File: config.mk
export PLATFORM = sky130hd
export DESIGN_NAME = led_seg_out
export DESIGN_NICKNAME = d
export VERILOG_FILES = /design/src/rtl/io_out_pkg.sv /design/src/rtl/seg_hex_decode.sv /design/src/rtl/led_seg_out.sv
export SDC_FILE = /design/constraint.sdc
export NUM_CORES = 1
export LEC_CHECK = 0
export CAP_MARGIN = 20
export CORE_MARGIN = 1.5
export CORE_UTILIZATION = 68
export CTS_BUF_LIST = sky130_fd_sc_hd__clkbuf_8
export CTS_CLUSTER_SIZE = 30
export DETAILED_ROUTE_END_ITERATION = 8
export DONT_BUFFER_PORTS = 1
export HOLD_SLACK_MARGIN = 0.08
export MAX_ROUTING_LAYER = met4
export PLACE_DENSITY = 0.81
export SETUP_SLACK_MARGIN = 0.4
export SLEW_MARGIN = 10
export SYNTH_ARGS = -nofsm -noshare
export SYNTH_HDL_FRONTEND = slang
export SYNTH_SLANG_ARGS = --single-unit
File: constraint.sdc
create_clock -name clock -period 5.05 [get_ports clock]
set_input_delay 0.7575 -clock clock [delete_from_list [all_inputs] [get_ports clock]]
set_output_delay 0.7575 -clock clock [all_outputs]
set_load 0.03 [all_outputs]
File: src/rtl/io_out_pkg.sv
// rtl/io_out_pkg.sv - shared constants for the LED / 7-segment output peripheral
// Purpose: register offsets within each block, blank pattern and the hex-to-segment table.
// Ports: none (package).
package io_out_pkg;

  // Store offsets (addr_low) inside the LED and 7-seg register blocks; 2'b11 is unmapped.
  typedef enum logic [1:0] {
    OFF_LO    = 2'b00,
    OFF_BLINK = 2'b01,
    OFF_HI    = 2'b10
  } io_off_e;

  // All segments dark (active-low), including the decimal point.
  localparam logic [7:0] SEG_BLANK = 8'hFF;

  // Active-low {dp,g,f,e,d,c,b,a} patterns; element i shows hex digit i.
  localparam logic [15:0][7:0] SEG_TABLE = {
    8'h8E, 8'h86, 8'hA1, 8'hC6, 8'h83, 8'h88, 8'h90, 8'h80,
    8'hF8, 8'h82, 8'h92, 8'h99, 8'hB0, 8'hA4, 8'hF9, 8'hC0
  };

endpackage

File: src/rtl/seg_hex_decode.sv
// rtl/seg_hex_decode.sv - combinational hex digit to active-low 7-segment pattern
// Purpose: map one 4-bit nibble onto the common-anode segment lines.
// Ports:
//   digit_i  in  4  hex value to display
//   seg_o    out 8  {dp,g,f,e,d,c,b,a}, active-low, dp always off
module seg_hex_decode
  import io_out_pkg::*;
(
  input  logic [3:0] digit_i,
  output logic [7:0] seg_o
);

  // dp bit is taken from the blank pattern so the point can never light.
  assign seg_o = SEG_TABLE[digit_i] | (SEG_BLANK & 8'h80);

endmodule

File: src/rtl/led_seg_out.sv
// rtl/led_seg_out.sv - memory-mapped LED register and multiplexed 8-digit 7-seg driver
// Purpose: holds CPU-written LED and hex display data and scans the digits one at a time.
// Optional feature: define LED_BLINK_EN to add a software-controlled LED blink.
// Ports:
//   clock       in  1   system clock
//   reset       in  1   asynchronous active-low reset
//   LEDCtrl     in  1   LED register block selected
//   SegCtrl     in  1   7-seg register block selected
//   ioWrite     in  1   store strobe
//   addr_low    in  2   store address bits [1:0]
//   write_data  in  16  store data
//   leds        out 24  LED drive, 1 = on
//   seg_en      out 8   digit enables, active-low
//   seg_out     out 8   segments {dp,g,f,e,d,c,b,a}, active-low
module led_seg_out
  import io_out_pkg::*;
#(
  parameter int unsigned SCAN_DIV  = 100000,
  parameter int unsigned BLINK_DIV = 50000000
) (
  input  logic        clock,
  input  logic        reset,
  input  logic        LEDCtrl,
  input  logic        SegCtrl,
  input  logic        ioWrite,
  input  logic [1:0]  addr_low,
  input  logic [15:0] write_data,
  output logic [23:0] leds,
  output logic [7:0]  seg_en,
  output logic [7:0]  seg_out
);

  if (SCAN_DIV < 2 || BLINK_DIV < 2) begin : g_param_check
    $error("led_seg_out: SCAN_DIV and BLINK_DIV must be at least 2");
  end

  localparam int SCAN_W = $clog2(SCAN_DIV);

  logic [23:0]       led_q, led_d;
  logic [31:0]       seg_q, seg_d;
  logic [SCAN_W-1:0] pre_cnt_q, pre_cnt_d;
  logic [2:0]        dig_idx_q, dig_idx_d;
  logic              led_wr, seg_wr, scan_wrap;
  logic [3:0]        cur_digit;

`ifdef LED_BLINK_EN
  localparam int BLINK_W = $clog2(BLINK_DIV);

  logic [BLINK_W-1:0] blink_cnt_q, blink_cnt_d;
  logic               phase_q, phase_d;
  logic               blink_on_q, blink_on_d;
`endif

  assign led_wr    = ioWrite && LEDCtrl;
  assign seg_wr    = ioWrite && SegCtrl;
  assign scan_wrap = (pre_cnt_q == SCAN_W'(SCAN_DIV - 1));

  always_comb begin
    led_d     = led_q;
    seg_d     = seg_q;
    pre_cnt_d = scan_wrap ? '0 : pre_cnt_q + 1'b1;
    // 3-bit index rolls 7 -> 0 on its own.
    dig_idx_d = scan_wrap ? dig_idx_q + 3'd1 : dig_idx_q;

    if (led_wr) begin
      case (addr_low)
        OFF_LO:  led_d[15:0]  = write_data;
        OFF_HI:  led_d[23:16] = write_data[7:0];
        default: ;
      endcase
    end

    if (seg_wr) begin
      case (addr_low)
        OFF_LO:  seg_d[15:0]  = write_data;
        OFF_HI:  seg_d[31:16] = write_data;
        default: ;
      endcase
    end
  end

`ifdef LED_BLINK_EN
  always_comb begin
    blink_on_d  = blink_on_q;
    blink_cnt_d = blink_cnt_q + 1'b1;
    phase_d     = phase_q;
    if (blink_cnt_q == BLINK_W'(BLINK_DIV - 1)) begin
      blink_cnt_d = '0;
      phase_d     = ~phase_q;
    end
    if (led_wr && addr_low == OFF_BLINK) begin
      blink_on_d = write_data[0];
    end
  end
`endif

  always_ff @(posedge clock or negedge reset) begin
    if (!reset) begin
      led_q       <= '0;
      seg_q       <= '0;
      pre_cnt_q   <= '0;
      dig_idx_q   <= '0;
`ifdef LED_BLINK_EN
      blink_cnt_q <= '0;
      phase_q     <= 1'b0;
      blink_on_q  <= 1'b0;
`endif
    end else begin
      led_q       <= led_d;
      seg_q       <= seg_d;
      pre_cnt_q   <= pre_cnt_d;
      dig_idx_q   <= dig_idx_d;
`ifdef LED_BLINK_EN
      blink_cnt_q <= blink_cnt_d;
      phase_q     <= phase_d;
      blink_on_q  <= blink_on_d;
`endif
    end
  end

  // Phase 0 is the dark half of the blink period.
`ifdef LED_BLINK_EN
  assign leds = (blink_on_q && !phase_q) ? 24'h0 : led_q;
`else
  assign leds = led_q;
`endif

  assign seg_en    = ~(8'b1 << dig_idx_q);
  assign cur_digit = seg_q[{dig_idx_q, 2'b00} +: 4];

  seg_hex_decode u_dec (
    .digit_i (cur_digit),
    .seg_o   (seg_out)
  );

endmodule
**Yosys cells after proc, flatten, opt, wreduce, memory -nomap -nowiden**

Memory sizes are Yosys's and may differ from the RTL's.
Cells that the tools add are included.

- Input bits: 23
- Memory bits (read-only): 128
- Output and inout bits: 40
- Memories: 1
- Word-level logic and storage cells: 24
- Register bits after elaboration: 76

Memories:

| memory | words | bits a word | rd ports | clocked after Yosys merged registers in | write ports | line | RTL |
|---|---|---|---|---|---|---|---|
| (no name shown) | 16 | 8 | 1 | 0 | 0 | seg_hex_decode.sv:14 | `assign seg_o = SEG_TABLE[digit_i] \| (SEG_BLANK & 8'h80);` |

- Reduce and logical (&&, ||, !) cells: 7
- Multiplexer cells: 2
- Shifts and indexed selects: 2
- Equal/unequal tests: 2
- Magnitude comparators: 1
- Bitwise operators: 1
- Add/sub/neg operators: 2

Operators by type and width:

| cell | count |
|---|---|
| $shiftx A32 B6 Y4 | 1 |
| $add A17 B1 Y17 const B | 1 |
| $eq A17 B17 Y1 const B | 1 |
| $mux W17 | 1 |
| $not A8 Y8 | 1 |
| $reduce_and A2 Y1 | 4 |
| $shl A1 B3 Y8 const A | 1 |
| $mux W7 | 1 |
| $lt A4 B5 Y1 const B | 1 |
| $add A3 B1 Y3 const B | 1 |
| $eq A2 B2 Y1 const B | 1 |
| $logic_and A1 B1 Y1 | 2 |
| $logic_not A2 Y1 | 1 |

**Logic depth before layout (Yosys ltp)**

- Depth after elaboration: 3
- Depth in mapped cells: 8
- Mapped depth without buffers: 7

**By module**

From an unflattened synthesis, not the netlist that was laid out.

- Cells, all modules: 276
- Area, all modules: 3629.7 µm²

Modules (own cells, without submodules):

| module | cells an instance | times used | seq. area each (µm²) | area an instance (µm²) |
|---|---|---|---|---|
| led_seg_out | 242 | 1 | 1901.8 | 3343.2 |
| seg_hex_decode | 34 | 1 | 0.0 | 286.5 |

**Least setup slack after synthesis**

Ideal clock, no wire load.

- Path type: register to output
- Start point: reg dig_idx_q[0]
- End point: out seg_out[4]
- Setup slack: 1.624 ns
- Path buffers: 1
- Stages on the path, launching flop included: 8
- Required time: 4.293 ns
- Arrival time: 2.669 ns
- Cells stage by stage: dfrtp_1 buf_6 mux4_1 mux2i_1 inv_1 ha_1 mux2_2 o21ai_0

- Longest elaborated chain between the ends: 3

Ends and longest elaborated chain:

| item | line | RTL |
|---|---|---|
| start, declared | led_seg_out.sv:42 | `logic [2:0] dig_idx_q, dig_idx_d;` |
| start signal, assigned | led_seg_out.sv:112 | `dig_idx_q <= dig_idx_d;` |
| $shiftx A32 B6 Y4 | led_seg_out.sv:129 | `assign cur_digit = seg_q[{dig_idx_q, 2'b00} +: 4];` |
| $mem_v2 Z16 W8 | -- |  |
| $mux W7 (not written as such) | seg_hex_decode.sv:14 |  |
| end, declared | led_seg_out.sv:30 | `output logic [7:0] seg_out` |

No other way between the ends. The select of a mux whose other input is x is not followed.

**Worst setup path in the final report**

Ends and elaborated chain as after synthesis.

==> metrics <==
fraction of layout cells with a size suffix above 1=0.308; Die W=76.3 um; Crit path required time=4.29 ns; Final GP Congestion=0.815; Power Total=1.59 mW; dpl ws=1.21 ns; met3 Track Usage GR=0.0683; post-CTS setup buffers=0; Placeable Area=5140 um^2; # IOs=63; first-pass GRT wire length=10.8 mm; routed wire length=6.42 mm; worst slew pin tran=0.908 ns; synth warn=0; Worst setup EP type=primary output; Seq pwr share=0.537; Post-synth EDFFs=0; gr ovfl total=0; Die ar.=5810 um^2; Final Hold Slack=0.0977 ns; combinational fraction of design power=0.171; max incr delay on CP=0.71 ns; ys flop type=dfrtp_1; CP bufs+invs=1; critical path arrival=3.43 ns; placed cell area=3710 um^2; max-slew violation count=0; WS Path Type=register to primary output; antenna-violating nets left=0; vias in the first global route=2200; area of the multi-input gates=1650 um^2; Hold Vio Cnt, Final=0; clk slew on worst S/H paths=0.08 ns; Switching Share=0.309; filler instances=335; Top delay family on crit path=multiplexers; 1st-iter DRT viols=105; crit start category=register; slack of the critical path=0.858 ns; H-Tree Depth=3; clock tree sinks=76; Final Util=0.763; CTS buffer count=9; clk_lat worst skew=0.35 ns; post-synthesis net count=303; drt via density=6.12; P per Cell Area=404 nW/um^2; antenna cells=0; Mapped Area=3650 um^2; non-filler cells, final=349; Clk network pwr share=0.291; Max-Cap Viols=0; drt pass-1 iters=5; initial antenna violation count=0; skew final=0.00550 ns; Tcrit/Tclk final=0.830; root buf cell=clkbuf_8; Cells after Synth=267; Clock Path Buffers=2; GR Util met1=0.330; fin crit period=4.19 ns; leakage=1.74 nW; status=complete, no violations; Post-Layout Inst Area=3920 um^2; crit-path cells=mux4_1, mux2i_1, inv_1, ha_1, mux2_2, o21ai_0; peak supply drop=332 uV; Port Buffers=0; placed cells=332; Post-route DRC=0; TritonCTS clock tree=built; met2 Use GR=0.375; HPWL after detailed placement=4.57 mm; Max FO, Critical Path=11; RSZ-0062 raised after global routing=false; Max Freq=239 MHz; sequential area share after synthesis=0.521; Synth Register Bits=76; busiest layer in global routing=met2; Fin Setup TNS=0 ns; Vias=2135; gr usage total=0.250; Post-layout nets=310; initial core utilization=0.710; Rel. slew slack=0.389; DR WL/cell=18.4 um; switching pwr=490 uW; register area=1900 um^2; Int Power=1.10 mW; largest net degree at the start of global routing=77; final setup fails=0; Rows=26; area grow syn2layout=7.54%; Synth async-reset ratio=1.00; Die Y=76.3 um; synth unique cells=39; Synth Area per Inst=13.7 um^2; Crit-path slowest cell=o21ai_0; worst hold path type=input port to async pin
-- cells in the mapped netlist, types with 4 or more instances --
cell type | number | share of area
and4_1 | 4 | 0.0096
nand3_1 | 9 | 0.012
mux2i_1 | 8 | 0.022
nand2_1 | 14 | 0.014
mux4_2 | 4 | 0.025
dfrtp_1 | 76 | 0.52
mux2_2 | 59 | 0.18
nor2_1 | 10 | 0.010
xor2_1 | 4 | 0.0096
mux4_1 | 4 | 0.029
inv_1 | 9 | 0.0093
xnor2_1 | 11 | 0.026
ha_1 | 13 | 0.045
-- flip-flops by register name, summed over array words and instances (netlist names) --
register   count
leds          24
seg_q         32
pre_cnt_q     17
dig_idx_q      3
-- per-layer routing --
metal  wire length, um  vias to the layer above
met5                 0                        -
met4                99                        0
met3               370                       10
met2              3050                       61
met1              2900                     1102
li1                  -                      962
-- worst register-to-register path, stage by stage, from the launching register on --
cell and delay [ns]:
dfrtp_1 0.40, ha_1 0.23, and4_1 0.35, nand2_1 0.08, nor4_1 0.49, buf_4 0.29
mux2_2 0.35
-- area by class of cell --
type,count,share of cell area
Inverter,10,0.00957
Timing Repair Buffer,5,0.0102
Sequential cell,76,0.485
Clock buffer,11,0.0386
Multi-Input combinational cell,172,0.421
Tap cell,70,0.0223
Clock inverter,5,0.0134
-- power by group through the flow --
stage	logic, mW	registers [mW]	clock network, mW
floorplan	0.240	0.840	0
global placement	0.259	0.863	0
detailed placement	0.273	0.864	0
CTS	0.273	0.853	0.473
global route	0.294	0.863	0.496
finish	0.272	0.852	0.462
-- what timing repair did --
action	4_1_cts	5_1_grt
gates resized for setup	0	0
hold buffers	0	1
hold endpoints to repair	0	1
-- layout by cell type (no fill, tap or decap), types with 3 or more instances in the layout --
cell type	netlist	layout
dfrtp_1	76	76
mux2_2	59	59
nand2_1	14	14
ha_1	13	13
inv_1	9	11
xnor2_1	11	11
clkbuf_8	0	11
nor2_1	10	10
nand3_1	9	9
mux2i_1	8	8
mux4_1	4	4
mux4_2	4	4
and4_1	4	4
xor2_1	4	4
buf_4	3	4
or3_1	3	3
and3_1	3	3
-- cells by family (layout without fill, tap and decap cells) --
family	count (synthesis)	after routing	share of synthesized area
multiplexers	78	78	0.274
flip-flops	76	76	0.521
AND/OR/NAND/NOR	55	55	0.0789
buffers and inverters	19	31	0.0257
XOR/XNOR	15	15	0.0360
adder cells (fa/ha/maj)	13	13	0.0446
AO/OA/AOI/OAI	10	10	0.0185
other	1	1	0.00103
-- path summary, 6_finish.rpt --
| kind | slack [ns] | cells after the start | from | end |
|---|---|---|---|---|
| worst min-delay path | 0.1 | 0 | reset | leds[4] |
| min in group clock | 0.49 | 1 | pre_cnt_q[12] | pre_cnt_q[12] |
| worst max register to register | 2.75 | 6 | pre_cnt_q[0] | dig_idx_q[1] |
| worst max-delay path | 0.86 | 6 | dig_idx_q[0] | seg_out[4] |
| worst min register to register | 0.49 | 1 | pre_cnt_q[12] | pre_cnt_q[12] |
| max in group asynchronous | 4.34 | 1 | reset | leds[20] |
Note: power is estimated with default switching activity, not from simulation.
